## src/rtl/cpu_step_pkg.sv

```systemverilog
// Shared definitions for the CPU run-control sequencer.
//   op_e    : debug command op codes carried on cmd_op
//   state_e : sequencer state as presented on the state output
//   *_DEF   : default widths and reset divisor
package cpu_step_pkg;

  localparam int unsigned DIV_W_DEF       = 8;
  localparam int unsigned CNT_W_DEF       = 16;
  localparam int unsigned DEFAULT_DIV_DEF = 4;

  typedef enum logic [1:0] {
    OP_HALT  = 2'b00,
    OP_RUN   = 2'b01,
    OP_STEP  = 2'b10,
    OP_BURST = 2'b11
  } op_e;

  typedef enum logic [1:0] {
    ST_IDLE  = 2'd0,
    ST_RUN   = 2'd1,
    ST_COUNT = 2'd2
  } state_e;

endpackage

```

## src/rtl/cpu_step_ctrl_if.sv

```systemverilog
// Debug front end <-> run-control sequencer bundle.
//   cfg_valid/cfg_div/cfg_ready       : divisor update handshake
//   cmd_valid/cmd_op/cmd_count/ready  : run-control command handshake
//   brk                               : datapath breakpoint level
//   cpu_ce/state/done/brk_hit/retired : sequencer status toward core and debugger
// master = debug front end, slave = cpu_step_ctrl.
interface cpu_step_ctrl_if #(
  parameter int unsigned DIV_W = 8,
  parameter int unsigned CNT_W = 16
);
  logic             cfg_valid;
  logic [DIV_W-1:0] cfg_div;
  logic             cfg_ready;
  logic             cmd_valid;
  logic [1:0]       cmd_op;
  logic [CNT_W-1:0] cmd_count;
  logic             cmd_ready;
  logic             brk;
  logic             cpu_ce;
  logic [1:0]       state;
  logic             done;
  logic             brk_hit;
  logic [31:0]      retired;

  modport master (
    output cfg_valid, cfg_div, cmd_valid, cmd_op, cmd_count, brk,
    input  cfg_ready, cmd_ready, cpu_ce, state, done, brk_hit, retired
  );

  modport slave (
    input  cfg_valid, cfg_div, cmd_valid, cmd_op, cmd_count, brk,
    output cfg_ready, cmd_ready, cpu_ce, state, done, brk_hit, retired
  );
endinterface

```

## src/rtl/clk_div_tick.sv

```systemverilog
// Programmable modulo counter producing a tick every div cycles while enabled.
//   clk, reset : system clock, asynchronous active-high reset
//   clr        : synchronous clear to 0 (wins over en)
//   en         : advance the counter
//   div        : modulus, expected >= 1 (0 behaves as 2**WIDTH)
//   tick       : high while the counter sits at div-1
module clk_div_tick #(
  parameter int unsigned WIDTH = 8
) (
  input  logic             clk,
  input  logic             reset,
  input  logic             clr,
  input  logic             en,
  input  logic [WIDTH-1:0] div,
  output logic             tick
);

  logic [WIDTH-1:0] cnt_q, cnt_d;

  assign tick = (cnt_q == div - WIDTH'(1));

  always_comb begin
    cnt_d = cnt_q;
    if (clr) begin
      cnt_d = '0;
    end else if (en) begin
      cnt_d = tick ? '0 : cnt_q + WIDTH'(1);
    end
  end

  always_ff @(posedge clk or posedge reset) begin
    if (reset) begin
      cnt_q <= '0;
    end else begin
      cnt_q <= cnt_d;
    end
  end

endmodule

```

## src/rtl/cpu_step_ctrl.sv

```systemverilog
// Run-control sequencer for the single-cycle MIPS core. Produces a registered
// clock enable (cpu_ce) every div_q system clocks while running, under
// RUN/HALT/STEP/BURST control, and stops on a datapath breakpoint.
//   clk, reset : system clock, asynchronous active-high reset
//   bus        : cpu_step_ctrl_if slave (config, command, brk, status outputs)
module cpu_step_ctrl
  import cpu_step_pkg::*;
#(
  parameter int unsigned DIV_W       = DIV_W_DEF,
  parameter int unsigned CNT_W       = CNT_W_DEF,
  parameter int unsigned DEFAULT_DIV = DEFAULT_DIV_DEF
) (
  input logic             clk,
  input logic             reset,
  cpu_step_ctrl_if.slave  bus
);

  localparam logic [DIV_W-1:0] RESET_DIV = (DEFAULT_DIV == 0) ? DIV_W'(1) : DIV_W'(DEFAULT_DIV);

  state_e           state_q, state_d;
  logic [DIV_W-1:0] div_q, div_d;
  logic [CNT_W-1:0] remaining_q, remaining_d;
  logic             ce_q, ce_d;
  logic             done_q, done_d;
  logic             brk_hit_q, brk_hit_d;
  logic [31:0]      retired_q, retired_d;

  logic tick;
  logic idle;
  logic cmd_acc;
  logic halt_acc;

  assign idle     = (state_q == ST_IDLE);
  assign cmd_acc  = bus.cmd_valid && bus.cmd_ready;
  assign halt_acc = cmd_acc && (bus.cmd_op == OP_HALT);

  // Held at zero in IDLE, so every accepted command starts a fresh period.
  clk_div_tick #(
    .WIDTH (DIV_W)
  ) u_div (
    .clk   (clk),
    .reset (reset),
    .clr   (idle),
    .en    (!idle),
    .div   (div_q),
    .tick  (tick)
  );

  always_comb begin
    state_d     = state_q;
    div_d       = div_q;
    remaining_d = remaining_q;
    ce_d        = 1'b0;
    done_d      = 1'b0;
    brk_hit_d   = brk_hit_q;
    retired_d   = retired_q;

    unique case (state_q)
      ST_IDLE: begin
        if (bus.cfg_valid) begin
          div_d = (bus.cfg_div == '0) ? DIV_W'(1) : bus.cfg_div;
        end
        if (cmd_acc && (bus.cmd_op != OP_HALT)) begin
          brk_hit_d = 1'b0;
          case (bus.cmd_op)
            OP_RUN: state_d = ST_RUN;
            OP_STEP: begin
              state_d     = ST_COUNT;
              remaining_d = CNT_W'(1);
            end
            OP_BURST: begin
              // Zero-length burst completes immediately without issuing.
              if (bus.cmd_count == '0) begin
                done_d = 1'b1;
              end else begin
                state_d     = ST_COUNT;
                remaining_d = bus.cmd_count;
              end
            end
            default: ;
          endcase
        end
      end

      ST_RUN, ST_COUNT: begin
        if (bus.brk || halt_acc) begin
          state_d     = ST_IDLE;
          done_d      = 1'b1;
          remaining_d = '0;
          if (bus.brk) begin
            brk_hit_d = 1'b1;
          end
        end else if (tick) begin
          ce_d      = 1'b1;
          retired_d = retired_q + 32'd1;
          if (state_q == ST_COUNT) begin
            remaining_d = remaining_q - CNT_W'(1);
            if (remaining_q == CNT_W'(1)) begin
              state_d = ST_IDLE;
              done_d  = 1'b1;
            end
          end
        end
      end

      default: state_d = ST_IDLE;
    endcase
  end

  always_ff @(posedge clk or posedge reset) begin
    if (reset) begin
      state_q     <= ST_IDLE;
      div_q       <= RESET_DIV;
      remaining_q <= '0;
      ce_q        <= 1'b0;
      done_q      <= 1'b0;
      brk_hit_q   <= 1'b0;
      retired_q   <= '0;
    end else begin
      state_q     <= state_d;
      div_q       <= div_d;
      remaining_q <= remaining_d;
      ce_q        <= ce_d;
      done_q      <= done_d;
      brk_hit_q   <= brk_hit_d;
      retired_q   <= retired_d;
    end
  end

  assign bus.cfg_ready = idle;
  assign bus.cmd_ready = idle || (bus.cmd_op == OP_HALT);
  assign bus.cpu_ce    = ce_q;
  assign bus.state     = state_q;
  assign bus.done      = done_q;
  assign bus.brk_hit   = brk_hit_q;
  assign bus.retired   = retired_q;

endmodule

```

## src/flat_wrapper.sv

```systemverilog
// flat-port wrapper written by rule: the top's interface ports become plain ports
module cpu_step_ctrl_flat import cpu_step_pkg::*;
#(
  parameter int unsigned DIV_W       = DIV_W_DEF,
  parameter int unsigned CNT_W       = CNT_W_DEF,
  parameter int unsigned DEFAULT_DIV = DEFAULT_DIV_DEF
)
  (clk, reset, bus_cfg_valid, bus_cfg_div, bus_cmd_valid, bus_cmd_op, bus_cmd_count, bus_brk, bus_cfg_ready, bus_cmd_ready, bus_cpu_ce, bus_state, bus_done, bus_brk_hit, bus_retired);
  cpu_step_ctrl_if #(.DIV_W(DIV_W), .CNT_W(CNT_W)) bus_i ();
  input logic clk;
  input logic reset;
  input wire logic [$bits(bus_i.cfg_valid)-1:0] bus_cfg_valid;
  input wire logic [$bits(bus_i.cfg_div)-1:0] bus_cfg_div;
  input wire logic [$bits(bus_i.cmd_valid)-1:0] bus_cmd_valid;
  input wire logic [$bits(bus_i.cmd_op)-1:0] bus_cmd_op;
  input wire logic [$bits(bus_i.cmd_count)-1:0] bus_cmd_count;
  input wire logic [$bits(bus_i.brk)-1:0] bus_brk;
  output wire logic [$bits(bus_i.cfg_ready)-1:0] bus_cfg_ready;
  output wire logic [$bits(bus_i.cmd_ready)-1:0] bus_cmd_ready;
  output wire logic [$bits(bus_i.cpu_ce)-1:0] bus_cpu_ce;
  output wire logic [$bits(bus_i.state)-1:0] bus_state;
  output wire logic [$bits(bus_i.done)-1:0] bus_done;
  output wire logic [$bits(bus_i.brk_hit)-1:0] bus_brk_hit;
  output wire logic [$bits(bus_i.retired)-1:0] bus_retired;
  assign bus_i.cfg_valid = bus_cfg_valid;
  assign bus_i.cfg_div = bus_cfg_div;
  assign bus_i.cmd_valid = bus_cmd_valid;
  assign bus_i.cmd_op = bus_cmd_op;
  assign bus_i.cmd_count = bus_cmd_count;
  assign bus_i.brk = bus_brk;
  assign bus_cfg_ready = bus_i.cfg_ready;
  assign bus_cmd_ready = bus_i.cmd_ready;
  assign bus_cpu_ce = bus_i.cpu_ce;
  assign bus_state = bus_i.state;
  assign bus_done = bus_i.done;
  assign bus_brk_hit = bus_i.brk_hit;
  assign bus_retired = bus_i.retired;
  cpu_step_ctrl #(.DIV_W(DIV_W), .CNT_W(CNT_W), .DEFAULT_DIV(DEFAULT_DIV)) u_core (.clk(clk), .reset(reset), .bus(bus_i));
endmodule
```

## config.mk

```make
export PLATFORM = sky130hd
export DESIGN_NAME = cpu_step_ctrl_flat
export DESIGN_NICKNAME = d
export VERILOG_FILES = /design/src/rtl/cpu_step_pkg.sv /design/src/rtl/cpu_step_ctrl_if.sv /design/src/rtl/clk_div_tick.sv /design/src/rtl/cpu_step_ctrl.sv /design/src/flat_wrapper.sv
export SDC_FILE = /design/constraint.sdc
export NUM_CORES = 1
export LEC_CHECK = 0
export ABC_CLOCK_PERIOD_IN_PS = 8600
export BUFFER_PORTS_ARGS = -buffer_cell sky130_fd_sc_hd__buf_2
export CAP_MARGIN = 10
export CELL_PAD_IN_SITES_DETAIL_PLACEMENT = 0
export CELL_PAD_IN_SITES_GLOBAL_PLACEMENT = 1
export CORE_MARGIN = 2
export CORE_UTILIZATION = 46
export CTS_BUF_LIST = sky130_fd_sc_hd__clkbuf_16
export DETAILED_ROUTE_END_ITERATION = 7
export PLACE_DENSITY_LB_ADDON = 0.1
export RECOVER_POWER = 25
export SLEW_MARGIN = 40
export SYNTH_ARGS = -nofsm -noshare
export SYNTH_HDL_FRONTEND = slang
export SYNTH_SLANG_ARGS = --single-unit
```

## constraint.sdc

```tcl
create_clock -name clk -period 8.6 [get_ports clk]
set_input_delay 0.43 -clock clk [delete_from_list [all_inputs] [get_ports clk]]
set_output_delay 0.43 -clock clk [all_outputs]
set_load 0.005 [all_outputs]
```

==> summary by stage, run 1 <==
Outcome
The run finished, with violations left. The checks that failed: max-capacitance violations, max-slew violations.

Critical path
The signal on the critical path passes through buf_2 -> inv_1 -> clkbuf_1. Grouping stages by cell kind, the critical path spends the most delay in buffers and inverters. The endpoint required time on the critical path is 8.18 ns. For the worst setup path, the data arrival time is 3.21 ns. The worst setup path is launched from a primary input.

The setup check on the worst reg-to-reg path leaves a slack of about 5.3 ns. For this design, the slowest cell found on the critical path is clkbuf_1. In this run the critical register-to-register path is launched from u_core.div_q[0]. The biggest cell delay along the critical path is 2.59 ns.

The kind of end point of the critical path is an async pin. The critical path contains buffers and inverters numbering 3 combined. The endpoint identified for the worst register-to-register timing path is u_core.remaining_q[0]. The logic depth of the worst register-to-register path is 9. Of all nets on the critical path, the largest fanout is 69. The setup path with the least slack is of type primary input to async pin. The critical path depth is 3.

Power and ir drop
VDD sags by at most 141.7 uV. The overall power of the completed layout is 1.326 mW. Summed over all nets, the switching power comes to 0.5317 mW. The combinational cell fraction of total power is between 30 and 40%.

Per report_power, the clock group accounts for 25.8% of the total. The static power due to leakage is about 2.1 nW. The switching part of the total is between 40% and 50%. The power density over the cells is between 200 and 300 nW/um^2. The share of total power in sequential cells is 34.9%.

The cell internal power dissipation is around 0.79 mW.

Layout
The fraction of final layout cells with drive strength greater than 1 is 24.42%. The repair_antennas step left the layout with diodes totalling 0. Once layout is done, the placed cells without fillers occupy between 4000 and 5000 sq um. Across the whole layout, storage elements account for around 1700 sq um.

In the final layout, the multi-input gates occupy 2028 sq um. The number of fillers in the final layout is 741. Relative to the synthesized area, the layout overhead comes to 17.44%.

At the end of the flow, the number of nets in the layout was roughly 510. Leaving out filler cells and counting taps, the final layout contains roughly 580.

Die
The placeable core area is 8217 sq um. The die is 96.02 um tall. The number of rows in the core area is 33.

In this run the count of I/O pins placed on the die edge is 70. For this configuration, the core starts out at a cell density of 47.40%. The area of the die is 9220 sq um.

The die outline width is 96.02 um.

Route
In the routed design, unresolved DRC markers number 0. The initial detailed-routing violation count is 167. The via density per instance is roughly 5.7. The count of antenna-violating nets left after detailed routing is 0. The number of optimization iterations in the first detailed-route pass is 4. The final layout contains routed wiring with a total length of 9.242 mm.

Summing over every cut layer, the via total after detailed routing is 3,302. Dividing the detail-routed wire length by the instance count gives 16.05 um.

Clock tree
The post-CTS setup buffer count is 0. The clock sink total is 69. The count of cells resized by post-cts repair is 0.

The maximum level of the CTS H-tree is 3. Clock tree synthesis selected as its root buffer the cell clkbuf_16. The clock tree from TritonCTS is built.

The clock transition at the registers of the reported paths is 0.06 ns. The total clock buffers created by CTS is 9. In this run, post-CTS hold repair placed 0 buffers. The latest clock arrival within the worst-skew pair is 0.33 ns. The maximum buffer depth of the clock tree is 2.

Yosys
The main combinational cell family by area after synthesis is simple AND/OR/NAND/NOR gates. The share of synthesized flip-flops with an asynchronous set or reset is 100.0%. Measured against the total synthesized area, the mux share comes to 3.630%. Summing the areas of all compound-gate instances in the mapped netlist gives 9.316% of the synthesized area. After synthesis, the cell types taking the most area are dfrtp_1 (44%), xnor2_1 (5.8%), xor2_1 (4.5%). The sequential element share of the synthesized area is 44.36%. The synthesized netlist devotes 10.76% of its cell area to XOR and XNOR gates. The number of distinct library cells after synthesis is 57. The combined area of all synthesized cells is 3895 sq um.

The adder-cell share of the synthesized area is 2.891%. The mean post-synth cell area is 9.737 sq um. Synthesis produced 400 cells. The count of yosys warnings during synthesis is 0.

The largest total area in the synthesized netlist belongs to dfrtp_1. After Yosys synthesis, and, or, nand and nor cells account for 25.38% of the synthesized area. The number of synthesized flops with an enable pin is 0. For this run, the leading register cell type out of synthesis is dfrtp_1. The net count of the mapped netlist is 440. The flop and latch count out of synthesis is 69.

The top-area cell type share of the netlist area is 43.69%.

STA
The normalized max-slew margin is -147.3%. The worst-case clock skew is 0.01074 ns. Setup violations remaining at the end of the flow were counted as 0. For the final routed database, the setup TNS stands at 0 ns. The count of final max-slew check failures is 70. Setup repair after global routing left no endpoint under its margin.

The slew at the pin with the worst max-slew slack is about 3.7 ns. The post-route clock period utilization is 42.15%. The number of failing hold endpoints at the final stage is 0. The worst path in the final design needs a cycle of 3.625 ns, including I/O delays and setup. The maximum clock frequency is 0.2759 GHz.

Place
The wire-length estimate of the detail-placed layout is about 6.4 mm. The congestion estimate from routability-driven global placement came to 0.8345. Port buffering added 69 buffers. The number of instances in the placed design is 560. Once placement finished, the instance area stood at 4307 sq um.

Global routing
The initial antenna violation count was 0. The total global routing track utilization is 20.95%. Entering global routing, the biggest net connects 70 pins. The number of global-route vias before repair was 3,097.

The global-route wire length before repair is 15.01 mm. The total overflow reported by the global router is 0.

Min path
The cell depth of the worst min-delay path is 2. For hold timing, the worst endpoint is u_core.div_q[3]. The hold path startpoint is bus_cfg_div[3]. The min-delay analysis places its worst path in the category primary input to flop.

Job
The max-cap violation count is 1.
## worst max-delay path by stage
stage	startpoint	to	slack (ns)
after floorplan	u_core.bus.state[0]	u_core.remaining_q[0]	5.74
after global placement	u_core.div_q[0]	u_core.remaining_q[0]	5.44
after detailed placement	u_core.div_q[0]	u_core.remaining_q[0]	5.37
after CTS	u_core.div_q[0]	u_core.remaining_q[0]	5.32
after global routing	reset	u_core.u_div.cnt_q[5]	4.10
final	reset	u_core.remaining_q[9]	4.98
## per-layer routing
layer | track usage, % | vias up | share of wire (%)
met5 | 0 | - | 0
met4 | 8.095 | 0 | 2.1
met3 | 3.524 | 18 | 4.8
met2 | 31.02 | 111 | 44
met1 | 30.55 | 1583 | 49
li1 | - | 1590 | -
## layout by cell type, fill, tap and decap left out, types with 3 or more instances in the layout
cell type  count
buf_2         69
dfrtp_1       68
nor2_1        33
nand2_1       31
xnor2_1       26
nor3_1        22
nand3_1       21
xor2_1        20
nand4_1       20
a21oi_1       14
o22ai_1       14
nor4_1        12
inv_1         11
ha_1           9
clkbuf_16      9
and3_1         8
mux2_2         7
a22oi_1        5
mux2i_1        4
or4_1          3
or4_4          3
nand2b_1       3
or3_1          3
o21ai_0        3
nor3_2         3
clkinv_2       3
buf_4          3
## Yosys cell counts, types with 5 or more instances
| library cell | number |
|---|---|
| mux2_2 | 7 |
| inv_1 | 11 |
| and3_1 | 8 |
| nor3_1 | 22 |
| ha_1 | 9 |
| nand3_1 | 21 |
| xor2_1 | 20 |
| nor2_1 | 34 |
| xnor2_1 | 26 |
| clkbuf_1 | 11 |
| nand4_1 | 20 |
| dfrtp_1 | 68 |
| nor4_1 | 12 |
| nand2_1 | 31 |
| a22oi_1 | 5 |
| a21oi_1 | 14 |
| o22ai_1 | 14 |
## metrics by stage
stage	hold slack [ns]	setup slack, ns	util [%]
floorplan	0.4647	5.741	-
detailed placement	0.4548	5.371	52.41
CTS	0.2942	5.321	55.75
global route	0.3636	4.096	55.67
finish	0.3549	4.975	55.67
global placement	0.4500	5.435	52.25
## power by group through the flow
stage	Sequential, mW	Clock, mW	Combinational [mW]
after floorplan	0.449	0	0.406
after detailed placement	0.465	0	0.514
final	0.462	0.343	0.521
after global routing	0.472	0.365	0.572
after global placement	0.464	0	0.505
after CTS	0.460	0.349	0.520
## layout make-up
type	instances	share of cell area [%]
flip-flops and latches	69	37.77
well taps	105	2.872
inverters	11	0.9026
clock inverters	7	1.067
repair buffers	73	8.124
multi-input cells	302	44.34
clock buffers	9	4.923
## sequential cells by signal, summed over array words and instances, names as in the netlist
| name | flops |
|---|---|
| u_core.bus.brk_hit | 1 |
| u_core.bus.cpu_ce | 1 |
| u_core.bus.done | 1 |
| u_core.bus.retired | 32 |
| u_core.bus.state | 2 |
| u_core.div_q | 8 |
| u_core.remaining_q | 16 |
| u_core.u_div.cnt_q | 8 |
## cells by family after synthesis
family	after synthesis
adders and majority gates	9
buffers and inverters	29
and+or+nand+nor	180
muxes	13
DFF	69
AOI/OAI and AO/OA	53
xor gates and xnor gates	47
Power figures use the tool's default switching activity.
==> run 2: changes to the inputs <==
ABC_AREA = 1   (was unset)
ABC_CLOCK_PERIOD_IN_PS = 2900   (was 8600)
CORE_UTILIZATION = 37   (was 46)
clock period = 2.9 ns   (was 8.6 ns; I/O delays follow)
==> summary by stage, run 2 <==
Power and ir drop
The fraction of power consumed by the clock network was 25.9% (about the same). The cell internal power dissipation is 2.377 mW (+200%). The static power due to leakage is 2.818 nW (+33%).

The combinational cell fraction of total power is 42.4% (+3.1 points). The net switching power figure is 1.829 mW (+240%). The switching part of the total was 43.49% (+3.4 points). The overall power of the completed layout was 4.206 mW (+220%). The power density over the cells is 771.5 nW/um^2 (+170%). The share of total power in sequential cells is 31.7% (-3.2 points). The largest voltage drop on the vdd net is 348.0 uV (+150%).

Route
The via density per instance is 4.845 (-15%). The detailed-route wire length is 13.17 mm (+42%). The routed via count is 4,433 (+34%).

The initial detailed-routing violation count came to 232 (+39%). The count of antenna-violating nets left after detailed routing is 0 (unchanged). The routed length per instance was 14.39 um (-10%). The number of remaining DRC errors is 0 (unchanged). The number of optimization iterations in the first detailed-route pass came to 4 (unchanged).

Critical path
The start of the worst register-to-register path is u_core.div_q[0]. The highest net fanout along the worst path was 27 (-61%). The logic depth of the worst register-to-register path is 13 (+4). The endpoint required time on the critical path was 3.13 ns (-5.05 ns).

In this run the worst setup path begins at u_core.div_q[0]. The arrival time reported for the critical path endpoint is 2.46 ns (-0.75 ns). The endpoint of the most critical register-to-register path is u_core.bus.retired[26]. The category of the most critical setup path is flop to flop.

The setup slack of the most critical reg-to-reg path was 0.67 ns (-4.65 ns). The endpoint of the worst setup timing path is u_core.bus.retired[26]. The worst setup path is captured at a flop.

STA classifies the critical path startpoint as a flop.

Die
The die outline width is 116.0 um (+21%). The number of top-level design ports is 70 (unchanged). The placeable core area is 12,110 sq um (+47%). The area of the die came to 13,460 sq um (+46%).

The number of rows in the core area is 40 (+21%). The starting density of the core is 38.34% (-9.1 points). The vertical extent of the die is 116.0 um (+21%).

STA
The count of final max-slew check failures is 32 (-54%). Based on the critical path, the design can be clocked at up to 0.4481 GHz. The worst-case clock skew is 0.01189 ns (+0.001149 ns).

The normalized max-slew margin was -1.937% (+150 points). The number of failing hold endpoints at the final stage is 0 (unchanged). The final-report setup violation count came to 0 (unchanged). The time the worst path needs with I/O delays and setup is 2.232 ns. The slew at the pin with the worst max-slew slack is 1.521 ns (-2.189 ns). The total negative slack was 0 ns (unchanged).

Setup repair after global routing left no endpoint under its margin. The final hold slack was 0.04243 ns (-0.3125 ns). The worst path uses 76.95% of the clock period.

Clock tree
The clock sink total is 69 (unchanged). The clock tree from TritonCTS is built. The total clock buffers created by CTS is 9 (unchanged).

The clock tree root buffer cell is clkbuf_16. The quantity of hold-fixing buffers added after cts is 1 (+1). The count of cells resized by post-cts repair is 0 (unchanged). The maximum level of the CTS H-tree is 3 (unchanged). The post-CTS setup buffer count was 0 (unchanged). The maximum buffer depth of the clock tree is 2 (unchanged).

The clock transition at the registers of the reported paths is 0.06 ns (about the same). The latest clock arrival within the worst-skew pair is 0.35 ns (+0.02 ns).

Yosys
The count of yosys warnings during synthesis is 0 (unchanged). The number of distinct library cells after synthesis came to 33 (-42%). The dominant cell by count in the synthesized netlist is nand2_1.

The number of instances in the synthesized netlist came to 670 (+68%). In the synthesized netlist the dominant register cell turns out to be dfrtp_1. The top cell type by total area after synthesis is dfrtp_1. The number of synthesized flops with an enable pin was 0 (unchanged). The sequential element share of the synthesized area is 37.21% (-7.1 points). By count the netlist is led by nand2_1 (225), nor2_1 (73), dfrtp_1 (68).

Sorting the synthesized cells by area gives the leading types as dfrtp_1 (37%), nand2_1 (18%), nand3_1 (6.7%). The mean post-synth cell area is 6.930 sq um (-29%). The top-area cell type share of the netlist area is 36.65% (-7.0 points). The combined area of all synthesized cells is 4643 sq um (+19%). The net count of the mapped netlist is 710 (+61%).

The share of synthesized flip-flops with an asynchronous set or reset came to 100.0% (unchanged). The flop and latch count out of synthesis was 69 (unchanged).

Global routing
The total overflow reported by the global router is 0 (unchanged). The total global routing track utilization came to 21.00% (+0.041 points). The number of global-route vias before repair is 4,282 (+38%). The global-route wire length before repair came to 21.60 mm (+44%). The initial antenna violation count is 0 (unchanged).

The maximum number of pins on one net before global-route repair is 39 (-44%).

Layout
The number of nets in the layout came to 782 (+55%). Leaving out fill and tap cells, the most frequent cell in the layout is nand2_1. The antenna diode count is 0 (unchanged). Leaving out fill and tap cells, the most frequent cells in the layout are nand2_1 (225), nor2_1 (73), dfrtp_1 (68), buf_2 (65), nand3_1 (62). The number of flip-flops under the largest register name is 32 (unchanged). The layout overhead on the synthesized area was 17.41% (about the same).

The fraction of final layout cells with drive strength greater than 1 came to 14.46% (-10 points).

Outcome
The final reports fail on max-capacitance violations, max-slew violations. The flow ran to the end, but the final reports show violations.

Place
The weighted congestion reported at the end of routability-driven placement is 0.8273 (-0.86%). The half-perimeter wire length of the detailed placement result was 9.888 mm (+55%). The count of input and output buffers is 69 (unchanged).

Min path
The type of the tightest min-delay check is primary input to flop.

Job
The max-cap violation count came to 1 (unchanged).
-- run 2: kinds of logic (layout without fill, tap and decap cells) --
group	count (synthesis)	after routing	share of synthesized area, %
compound gates	38	38	4.150
xor+xnor	43	43	8.111
fa+ha+maj	9	9	2.425
buf+inv	76	153	7.033
flops	69	69	37.21
mux	1	1	0.2425
simple gates	434	434	40.82
-- run 2: routing by layer --
| metal | wire (um) | track usage (%) | share of wire, % |
|---|---|---|---|
| met3 | 458 | 4.759 | 3.5 |
| met5 | 0 | 0 | 0 |
| met2 | 6513 | 35.01 | 49 |
| met1 | 5813 | 26.04 | 44 |
| met4 | 382 | 9.365 | 2.9 |
-- run 2: area by class of cell --
cell class                 instances  area [sq um]
tap                              168         210.2
clock inverter                     7         57.56
inverter                          60         226.5
clock buffer                       9         225.2
fill                            1317          6660
sequential                        69          1728
multi-input combinational        525          2589
timing repair buffer              77         415.4
-- run 2: worst min-delay path by stage --
stage | depth (start not counted) | slack (ns) | end | from
2_1_floorplan | 2 | 0.28 | u_core.div_q[2] | bus_cfg_div[2]
3_3_place_gp | 2 | 0.31 | u_core.bus.cpu_ce | reset
3_5_place_dp | 2 | 0.32 | u_core.bus.cpu_ce | reset
4_1_cts | 3 | 0.03 | u_core.div_q[2] | bus_cfg_div[2]
5_1_grt | 3 | 0.05 | u_core.div_q[2] | bus_cfg_div[2]
6_report | 3 | 0.04 | u_core.div_q[2] | bus_cfg_div[2]
-- run 2: power groups by stage --
stage | clock, mW | combinational, mW | sequential (mW)
2_1_floorplan | 0 | 1.33 | 1.30
3_3_place_gp | 0 | 1.77 | 1.35
3_5_place_dp | 0 | 1.77 | 1.35
4_1_cts | 1.12 | 1.78 | 1.33
5_1_grt | 1.16 | 2.05 | 1.36
6_report | 1.09 | 1.78 | 1.33
-- run 2: critical path, cell delays in order (launching register included) --
cell and delay [ns]:
dfrtp_1 0.39, inv_2 0.10, ha_1 0.22, inv_1 0.05
nand2_1 0.07, a21oi_1 0.08, inv_1 0.06, nand2_1 0.04
nor3_1 0.29, nand2_2 0.14, nor2_8 0.24, nand2_4 0.24
nand2_1 0.12, nand2_1 0.05
-- run 2: stage by stage --
stage / std cells / utilization, % / cell area (sq um) / setup WS [ns]
final: 915 / 45.01 / 5451 / 0.6684
after global placement: 898 / 42.62 / 5162 / 0.7059
after floorplan: 670 / - / 4643 / 0.8739
after detailed placement: 898 / 42.62 / 5162 / 0.6782
after CTS: 915 / 45.04 / 5455 / 0.6679
after global routing: 915 / 45.01 / 5451 / 0.4004
